==> config.mk <==
export PLATFORM = sky130hd
export DESIGN_NAME = led_snake_ctrl
export DESIGN_NICKNAME = d
export VERILOG_FILES = /design/src/rtl/led_ctrl_pkg.sv /design/src/rtl/led_tick_gen.sv /design/src/rtl/led_snake_ctrl.sv
export SDC_FILE = /design/constraint.sdc
export NUM_CORES = 1
export LEC_CHECK = 0
export CORE_MARGIN = 8
export CORE_UTILIZATION = 47
export DETAILED_ROUTE_END_ITERATION = 16
export PLACE_DENSITY = 0.74
export SYNTH_ARGS = -nofsm -noshare
export SYNTH_HDL_FRONTEND = slang
export SYNTH_SLANG_ARGS = --single-unit
==> constraint.sdc <==
create_clock -name clk -period 1.6 [get_ports clk]
set_input_delay 0.4 -clock clk [delete_from_list [all_inputs] [get_ports clk]]
set_output_delay 0.4 -clock clk [all_outputs]
set_load 0.05 [all_outputs]
==> src/rtl/led_ctrl_pkg.sv <==
// led_ctrl_pkg: shared LED width, FSM state encoding and snake length mask helper.
package led_ctrl_pkg;
  localparam int LED_W = 16;
  typedef enum logic [1:0] {
    ST_IDLE  = 2'd0,
    ST_LOAD  = 2'd1,
    ST_RUN   = 2'd2,
    ST_PAUSE = 2'd3
  } state_e;
  function automatic logic [LED_W-1:0] len_mask(input logic [2:0] sel);
    logic [LED_W-1:0] m;
    for (int i = 0; i < LED_W; i++) m[i] = (i < 2 * (int'(sel) + 1));
    return m;
  endfunction
endpackage

==> src/rtl/led_tick_gen.sv <==
// led_tick_gen: prescaler that pulses tick once every TICK_DIV enabled cycles.
module led_tick_gen #(
  parameter int TICK_DIV = 4
) (
  input  logic clk,
  input  logic rst,
  input  logic clr,
  input  logic en,
  output logic tick
);
  localparam int W = $clog2(TICK_DIV > 2 ? TICK_DIV : 2);
  localparam logic [W-1:0] LAST = W'(TICK_DIV - 1);
  logic [W-1:0] cnt_q;
  assign tick = en && (cnt_q == LAST);
  always_ff @(posedge clk) begin
    if (rst || clr) cnt_q <= '0;
    else if (en) cnt_q <= tick ? '0 : cnt_q + 1'b1;
  end
endmodule

==> src/rtl/led_snake_ctrl.sv <==
// led_snake_ctrl: run/pause snake of 2..16 lit LEDs rotating left, with step and lap counters.
module led_snake_ctrl
  import led_ctrl_pkg::*;
#(
  parameter int TICK_DIV = 4
) (
  input  logic             clk,
  input  logic             rst,
  input  logic             button,
  input  logic [2:0]       switch,
  output logic [LED_W-1:0] led,
  output logic [1:0]       state,
  output logic [3:0]       lap
);
  state_e           state_q;
  logic [LED_W-1:0] led_q;
  logic [3:0]       step_q, lap_q;
  logic [2:0]       len_q;
  logic             btn_q, press, tick;
  assign press = button && !btn_q;
  // a press in RUN freezes the prescaler so the pending tick is not lost
  led_tick_gen #(.TICK_DIV(TICK_DIV)) u_tick (
    .clk (clk),
    .rst (rst),
    .clr (state_q == ST_LOAD),
    .en  (state_q == ST_RUN && !press),
    .tick(tick)
  );
  always_ff @(posedge clk) begin
    if (rst) begin
      state_q <= ST_IDLE;
      led_q   <= '0;
      step_q  <= '0;
      lap_q   <= '0;
      len_q   <= '0;
      btn_q   <= 1'b1;
    end else begin
      btn_q <= button;
      case (state_q)
        ST_IDLE: begin
          led_q <= '0;
          if (press) begin
            len_q   <= switch;
            state_q <= ST_LOAD;
          end
        end
        ST_LOAD: begin
          led_q   <= len_mask(len_q);
          step_q  <= '0;
          state_q <= ST_RUN;
        end
        ST_RUN: begin
          if (press) state_q <= ST_PAUSE;
          else if (tick) begin
            led_q  <= {led_q[LED_W-2:0], led_q[LED_W-1]};
            step_q <= step_q + 4'd1;
            if (step_q == 4'd15) lap_q <= lap_q + 4'd1;
          end
        end
        default: if (press) state_q <= ST_RUN;
      endcase
    end
  end
  assign led   = led_q;
  assign state = state_q;
  assign lap   = lap_q;
endmodule

# After elaboration in Yosys (flattened, before gate mapping)

Index checks and enable logic that the tools add are counted.

Add/sub/neg operators: 4
$mul: 0
Divide/modulo/power cells: 0
Order comparisons: 16
Equality and inequality tests: 8
Shift operators: 0
Multiplexer cells: 11
Bitwise gates (word level): 1
Reductions and logical operators: 15

Operators by type and width:

| cell                  | count |
|---|---|
| $lt A5 B32 Y1 const A | 7 |
| $lt A4 B32 Y1 const A | 4 |
| $lt A3 B32 Y1 const A | 2 |
| $pmux W16 S3          | 1 |
| $lt A1 B32 Y1 const A | 1 |
| $lt A2 B32 Y1 const A | 1 |
| $mux W16              | 2 |
| $reduce_and A3 Y1     | 3 |
| $add A4 B1 Y4 const B | 2 |
| $mux W2               | 4 |
| $mux W4               | 2 |
| $pmux W4 S2           | 1 |
| $ne A2 B2 Y1 const B  | 3 |
| $pmux W2 S3           | 1 |
| $lt A4 B5 Y1 const A  | 1 |
| $add A3 B1 Y4 const B | 1 |
| $eq A2 B2 Y1 const B  | 2 |
| $eq A4 B4 Y1 const B  | 1 |
| $reduce_and A4 Y1     | 1 |
| $reduce_bool A2 Y1    | 2 |
| $logic_and A1 B1 Y1   | 3 |
| $reduce_bool A3 Y1    | 1 |
| $add A2 B1 Y2 const B | 1 |
| $eq A2 B1 Y1 const B  | 1 |
| other kinds (6)       | 7 |

Register bits: 32
Latch bits: 0
Memory bits (writable): 0
Bits in read-only memories: 0
Output and inout port bits: 22
Word-level logic and storage cells: 62
Memories kept: 0

# Logic depth before layout (Yosys ltp)

Gate-level depths: netlist (run 1).

Word-level depth: 8
Gate-level depth with buffers: 7
Mapped depth without buffers: 6

# By module

Synthesis (run 1) repeated with hierarchy kept, for this count alone.

Cells, all modules: 194
Area total of the unflattened synthesis: 1654.1 sq um

By module, submodules not included:

| module         | instances | cells an instance | area each (sq um) |
|---|---|---|---|
| led_snake_ctrl | 1         | 185               | 1552.7 |
| led_tick_gen   | 1         | 9                 | 101.3 |

# Worst setup path before layout (run 1)

No wires, ideal clock.

Path kind: register -> register
Start: register state_q[1] (netlist: state[1])
End: register lap_q[3] (netlist: lap[3])
Library setup time: 0.123 ns
Data arrival time: 1.785 ns
Data required time: 1.477 ns
Setup slack: -0.308 ns
Cell stages (with the launch flop): 6
Buffers on the path: 0
Clock period less this slack: 1.908 ns
Cell sequence: dfxtp_1 > ha_1 > nand2_1 > nor3_4 > nand4_1 > mux2_1

Longest elaborated chain between the ends: 4

Ends and longest elaborated chain:

| what                            | RTL line                                   | source |
|---|---|---|
| start: declaration              | led_snake_ctrl.sv:15                       | `state_e state_q;` |
| start signal: assignment        | led_snake_ctrl.sv:31                       | `state_q <= ST_IDLE;` |
| start signal: assignment        | led_snake_ctrl.sv:44                       | `state_q <= ST_LOAD;` |
| start signal: assignment        | led_snake_ctrl.sv:50                       | `state_q <= ST_RUN;` |
| $eq A2 B2 Y1 (*)                | led_snake_ctrl.sv:26, led_snake_ctrl.sv:39 |  |
| $logic_and A1 B1 Y1             | led_snake_ctrl.sv:26                       | `.en (state_q == ST_RUN && !press),` |
| $logic_and A1 B1 Y1             | led_tick_gen.sv:14                         | `assign tick = en && (cnt_q == LAST);` |
| $reduce_and A4 Y1 (no line) (*) | -                                          |  |
| end signal: assignment          | led_snake_ctrl.sv:57                       | `if (step_q == 4'd15) lap_q <= lap_q + 4'd1;` |
| end: declaration                | led_snake_ctrl.sv:17                       | `logic [3:0] step_q, lap_q;` |

Mark *: on every way between the ends. The rest lies on a longest branch, timed or not.
A chain may end at the register's enable or synchronous reset.

# Worst setup path after layout (run 1)

Start: register len_q[0]
End: register led_q[12] (netlist: led[12])

Longest elaborated chain between the ends: 3

Ends and longest elaborated chain:

| what                     | RTL line             | source |
|---|---|---|
| start: declaration       | led_snake_ctrl.sv:18 | `logic [2:0] len_q;` |
| start signal: assignment | led_snake_ctrl.sv:43 | `len_q <= switch;` |
| $add A3 B1 Y4            | led_ctrl_pkg.sv:12   | `for (int i = 0; i < LED_W; i++) m[i] = (i < 2 * (int'(sel) + 1));` |
| $lt A5 B32 Y1            | led_ctrl_pkg.sv:12   |  |
| $pmux W16 S3             | led_snake_ctrl.sv:39 | `case (state_q)` |
| end signal: assignment   | led_snake_ctrl.sv:48 | `led_q <= len_mask(len_q);` |
| end signal: assignment   | led_snake_ctrl.sv:55 | `led_q <= {led_q[LED_W-2:0], led_q[LED_W-1]};` |
| end: declaration         | led_snake_ctrl.sv:16 | `logic [LED_W-1:0] led_q;` |

Every way passes these cells.

==> reports/qor.txt, run 1 <==
Primary FF master, synth -> dfxtp_1
Post-synthesis cell area -> 0.00162 sq mm
Detailed Routing Iterations Pass 1 -> 4
Num CTS Buffers -> 5
First-pass GRT wire length -> 7260 microns
Worst skew pair latency -> 0.35 ns
Ys async rst share -> 0%
Syn. warnings -> 0
Setup CP Type -> flop to flop
Die width -> 74.6 microns
Starting density of the core -> 48.8%
Status -> complete, no violations
# setup viols final -> 0
Via count -> 1,589
Largest net degree at the start of global routing -> 19
Worst Tran Pin Value -> 0.318 ns
Multi-input logic area -> 993 sq um
DP Cell Count -> 274
Vias in the first global route -> 1,593
Post-route ant nets -> 0
Finished Layout Cells -> 284
Core ar. -> 0.00331 sq mm
Type of origin of the critical path -> flop
DR iter-0 viols -> 131
FF/Latch Area -> 651 sq um
Fillcell total -> 244
Hold buffer count at cts -> 0
H-tree depth -> 2
Layout cells sized above 1 -> 32.8%
Pins over their slew limit -> 0
CTS clk-pin slew, worst paths -> 0.11 ns
Row count -> 21
Hold WS -> 0.491 ns
Max-Cap Viols -> 0
PnR worst setup slack -> 0.0742 ns
Unique masters post-synth -> 36
Pre-CTS setup slack -> -0.361 ns
Syn Inst Count -> 190
Die area -> 0.00557 sq mm
Layout area overhead -> 55.2%
Min-delay worst type -> flop to flop
CP top delay family -> compound AO/OA/AOI/OAI gates
Crit path max fanout -> 4
Post-synth EDFFs -> 0
Clock root buffer -> clkbuf_4
# DRC -> 0
Clk sink count -> 32
Seq/Total Area, Yosys -> 39.7%
Initial antenna violation count -> 0
Io pins -> 28
CP required -> 1.86 ns
Slowest stage delay, CP -> 0.46 ns
Crit path time final -> 1.53 ns
Avg WL per Cell -> 15.9 microns
CTS Buffer Depth -> 2
Diode count -> 0
All-layer global routing usage -> 17.2%
Power Dens Cells -> 724 mW/mm^2
Period utilisation layout -> 95.4%
Worst Setup End Kind -> flop
CTS tree -> yes
Max Fclk -> 0.655 GHz
Syn_nets -> 206
CP Cell Sequence -> inv_1 -> ha_4 -> o41a_1 -> a221oi_1
Seq cells post-synth -> 32
Clock Skews -> 0.00771 ns
Detailed Place HPWL -> 3230 microns
CP Buf/Inv Count -> 1
Syn_area_per_cell -> 8.50 sq um
Vias per cell -> 5.60
PortBufs -> 27
Nets@finish -> 253
GR Overflow Total -> 0
Worst vdd rail ir drop -> 0.504 mV
Fin. Hold Viols -> 0
Rel. slew slack -> 78.6%
Global placer's final weighted congestion -> 0.914
RSZ-0062 raised after global routing -> no
Critical Path AT -> 1.78 ns
Die Y -> 74.6 microns
Leakage -> 0.924 nW
Slowest stage cell on the critical path -> o41a_1
Routed WL -> 4530 microns
## flip-flops by register name, indices dropped and copies added (netlist names)
name	count
btn_q	1
lap	4
led	16
len_q	3
state	2
step_q	4
u_tick.cnt_q	2
## where the power goes
group          total [mW]  leakage, nW  switching (mW)  internal, mW
Sequential          0.828        0.261          0.0196         0.808
Combinational       0.275        0.611           0.146         0.128
Clock               0.713       0.0515           0.298         0.415
## metal layers
layer | GRT usage (%) | up-vias | wire length [microns]
li1 | - | 770 | -
met1 | 17.1 | 763 | 1740
met2 | 30.7 | 46 | 2360
met3 | 7.19 | 10 | 328
met4 | 7.39 | 0 | 93
met5 | 0 | - | 0
## cell usage in the layout (no fill, tap or decap), types with 4 or more instances in the layout
| cell | synthesis | layout |
|---|---|---|
| a211oi_1 | 4 | 4 |
| a21oi_1 | 16 | 16 |
| buf_12 | 0 | 24 |
| buf_4 | 0 | 19 |
| clkbuf_4 | 0 | 5 |
| clkdlybuf4s50_1 | 0 | 5 |
| dfxtp_1 | 32 | 28 |
| ha_1 | 10 | 6 |
| nand2_1 | 25 | 24 |
| nand2b_1 | 7 | 7 |
| nand3_1 | 12 | 12 |
| nand3b_1 | 8 | 8 |
| nand4_1 | 5 | 5 |
| nor2_1 | 12 | 10 |
| nor3_1 | 4 | 4 |
| o21ai_0 | 7 | 6 |
| xnor2_1 | 5 | 5 |
## stage by stage
step	instance area (sq um)	setup TNS [ns]	power [mW]	utilization, %
2_1_floorplan	1630	0	0.971	-
3_3_place_gp	2300	-4.19	1.08	69.5
3_5_place_dp	2300	-6.62	1.09	69.5
4_1_cts	2420	-0.00534	1.79	73.0
5_1_grt	2510	0	1.88	75.7
6_report	2510	0	1.82	75.7
## kinds of logic after synthesis
logic type | after synthesis | synth area share, %
buf+inv | 14 | 4.10
simple gates | 82 | 26.3
xor+xnor | 5 | 2.71
mux | 4 | 2.63
fa+ha+maj | 10 | 7.75
compound gates | 43 | 16.9
flops | 32 | 39.7
## worst min-delay path, cell delays in order (launching register included)
cell and delay, ns:
dfxtp_2 0.35, nand2_1 0.06, a21oi_1 0.06
## synthesized netlist by cell type (2+ instances only)
master | n | area [sq um]
nor2_1 | 12 | 45.0
dfxtp_1 | 32 | 641
ha_1 | 10 | 125
a21oi_1 | 16 | 80.1
nand2b_1 | 7 | 43.8
a31oi_1 | 2 | 12.5
nand4_1 | 5 | 31.3
a211oi_1 | 4 | 30.0
nand3b_1 | 8 | 60.1
nor2b_1 | 4 | 25.0
inv_1 | 4 | 15.0
nor3_1 | 4 | 20.0
a221oi_1 | 5 | 43.8
o21ai_0 | 7 | 35.0
o31ai_1 | 3 | 22.5
mux2i_1 | 2 | 20.0
nand2_1 | 25 | 93.8
nand3_1 | 12 | 60.1
clkbuf_1 | 3 | 11.3
xnor2_1 | 5 | 43.8
buf_2 | 5 | 25.0
## repair_timing
item	CTS	global route
endpoints found under the setup margin	5	23
resized for setup	5	18
pin swaps	1	2
hold endpoints to repair	0	0
setup buffers	1	1
## cell type report
cell class              count  area share, %
clock buffers               7           2.60
clock inverters             1           1.20
inverters                   5          0.849
multi-input cells         144           39.6
flip-flops and latches     32           26.0
well taps                  46           2.30
repair buffers             49           27.5
## path summary, 6_finish.rpt
check / start / endpoint / slack (ns) / cells past startpoint
worst max register to register: len_q[0] / led[12] / 0.07 / 4
worst max-delay path: len_q[0] / led[12] / 0.07 / 4
worst min-delay path: len_q[0] / len_q[0] / 0.49 / 2
worst min register to register: len_q[0] / len_q[0] / 0.49 / 2
Power figures use the tool's default switching activity.
==> run 2: changes to the inputs <==
--- a/config.mk
+++ b/config.mk
@@ -5,10 +5,14 @@
 export SDC_FILE = /design/constraint.sdc
 export NUM_CORES = 1
 export LEC_CHECK = 0
+export CAP_MARGIN = 20
+export CELL_PAD_IN_SITES_DETAIL_PLACEMENT = 0
+export CELL_PAD_IN_SITES_GLOBAL_PLACEMENT = 1
 export CORE_MARGIN = 8
-export CORE_UTILIZATION = 47
+export CORE_UTILIZATION = 35
 export DETAILED_ROUTE_END_ITERATION = 16
-export PLACE_DENSITY = 0.74
+export PLACE_DENSITY = 0.73
 export SYNTH_ARGS = -nofsm -noshare
 export SYNTH_HDL_FRONTEND = slang
+export SYNTH_HIERARCHICAL = 1
 export SYNTH_SLANG_ARGS = --single-unit
==> reports/qor.txt, run 2 <==
Post-synth EDFFs -> 0
Global Route met1 Usage -> 13.7%
GR Overflow Total -> 0
Crit path from -> state[0]
CTS clk-pin slew, worst paths -> 0.07 ns
CP required -> 1.81 ns
Seq cells post-synth -> 32
Via count -> 1,517
H-tree depth -> 2
Post-synthesis cell area -> 0.00165 sq mm
Crit path time final -> 1.65 ns
Die width -> 84.7 microns
Period utilisation layout -> 103%
Max Fclk -> 0.606 GHz
M2 GR Usage -> 20.5%
Syn Inst Count -> 194
Clk sink count -> 32
Initial antenna violation count -> 0
Nets@finish -> 259
Vias in the first global route -> 1,547
Core ar. -> 0.00463 sq mm
PnR worst setup slack -> -0.0500 ns
Combinational fraction of design power -> 14.5%
All-layer global routing usage -> 12.1%
Synth top cells by count -> dfxtp_1 (32), nand2_1 (23), nand3_1 (17)
Largest net degree at the start of global routing -> 34
Syn. warnings -> 6
DR iter-0 viols -> 37
Unique masters post-synth -> 38
Detailed Routing Iterations Pass 1 -> 4
Ranking of synthesized cells by area -> dfxtp_1 (39%), ha_1 (7.6%), nand3b_1 (5.4%)
Worst skew pair latency -> 0.28 ns
Most frequent cells in the layout -> dfxtp_1 (30), buf_12 (22), buf_4 (21)
Reg power frac -> 47.9%
Worst vdd rail ir drop -> 0.593 mV
Cell taking the most area after synthesis -> dfxtp_1
Vias per cell -> 5.09
Cell with the most instances after synthesis -> dfxtp_1
Most common cell after layout, fill and taps aside -> dfxtp_1
Power Dens Cells -> 663 mW/mm^2
Die area -> 0.00718 sq mm
Largest register FFs -> 16
Syn_nets -> 210
Layout cells sized above 1 -> 32.8%
Worst Tran Pin Value -> 0.384 ns
# setup viols final -> 14
PortBufs -> 27
CTS tree -> yes
Layout area overhead -> 55.6%
Primary FF master, synth -> dfxtp_1
Synth top area share -> 38.7%
CTS Buffer Depth -> 2
RSZ-0062 raised after global routing -> yes
First-pass GRT wire length -> 7000 microns
Total power -> 1.71 mW
Syn_area_per_cell -> 8.53 sq um
# DRC -> 0
Setup CP Type -> flop to flop
Leakage -> 0.986 nW
Starting density of the core -> 35.7%
Critical Path AT -> 1.86 ns
Status -> finished, violations left
GRT busiest layer -> met2
Hold WS -> 0.498 ns
Num CTS Buffers -> 5
Routed WL -> 4180 microns
Avg WL per Cell -> 14.0 microns
Ys async rst share -> 0%
Type of origin of the critical path -> flop
Fin. Hold Viols -> 0
Io pins -> 28
Failing checks -> setup timing
Global placer's final weighted congestion -> 0.772
Max-Cap Viols -> 0
Post-route ant nets -> 0
P_sw -> 439 uW
Crit path max fanout -> 7
Met3 Use GR -> 4.39%
Pins over their slew limit -> 0
Row count -> 25
Rel. slew slack -> 74.1%
Clock share of power -> 37.6%
Worst Setup End Kind -> flop
Clock root buffer -> clkbuf_8
Diode count -> 0
Int Pwr -> 1.27 mW
Detailed Place HPWL -> 3000 microns
Hold Crit Start -> len_q[1]
Die Y -> 84.7 microns
Critical register-to-register path startpoint -> state[0]
Min-delay worst type -> flop to flop
Sw Share -> 25.7%
Seq/Total Area, Yosys -> 38.7%
R2R Setup Slk -> -0.05 ns
Clock Skews -> 0.00804 ns
Hold buffer count at cts -> 0
## run 2: changes by cell type after synthesis, moves of 3 or more
cell / previous run / this run
nand4_1: 5 / 12
a21oi_1: 16 / 10
o21ai_1: 0 / 6
nand3_1: 12 / 17
o21ai_0: 7 / 2
a221oi_1: 5 / 1
nand3b_1: 8 / 12
nand2b_1: 7 / 4
o31ai_1: 3 / 0
## run 2: cell type report
class,instances,area (sq um)
Tap cell,54,67.6
Sequential cell,32,648
Inverter,4,17.5
Fill cell,430,2060
Multi-Input combinational cell,147,1050
Clock buffer,8,90.1
Timing Repair Buffer,53,697
## run 2: final timing paths
check / endpoint / cells after the start
min reg2reg: len_q[1] / 2
max reg2reg: led[15] / 10
min: len_q[1] / 2
max: led[15] / 10
## run 2: timing repair
action,4_1_cts,5_1_grt
pin swaps,4,5
gates cloned,1,0
setup buffers,1,0
gates resized for setup,15,8
setup endpoints to repair,22,22
## run 2: critical path, cell delays in order, from the launching register on
cell,delay [ns]
dfxtp_4,0.36
inv_4,0.04
ha_4,0.15
and2_4,0.13
and2_4,0.14
nor2b_4,0.13
buf_6,0.11
a21oi_4,0.18
buf_6,0.16
nand2_1,0.07
a21oi_2,0.11
## run 2: per-layer routing
layer,wire length (microns),part of all wire (%)
met5,0,0
met4,52,1.2
met2,1960,47
met3,157,3.8
met1,2010,48
## run 2: stage by stage
stage          TNS (ns)  setup WS (ns)  area (sq um)  instances  utilization, %
2_1_floorplan     -7.59         -0.437          1720        194               -
3_3_place_gp     -12.72         -0.659          2380        288            51.4
3_5_place_dp     -13.20         -0.704          2380        288            51.4
4_1_cts          -0.206        -0.0382          2530        298            54.8
5_1_grt           -1.83         -0.134          2570        298            55.6
6_report         -0.403        -0.0500          2570        298            55.6
## run 2: cells by family after synthesis
family          synth area share [%]
compound gates                  13.2
xor+xnor                        2.65
simple gates                    31.1
flops                           38.7
fa+ha+maj                       7.56
buf+inv                         4.16
mux                             2.57
## run 2: power groups by stage
stage | clock network (mW) | registers [mW] | logic, mW
final | 0.642 | 0.816 | 0.247
after global routing | 0.694 | 0.817 | 0.266
after CTS | 0.664 | 0.816 | 0.242
after detailed placement | 0 | 0.834 | 0.226
after global placement | 0 | 0.834 | 0.226
after floorplan | 0 | 0.846 | 0.125
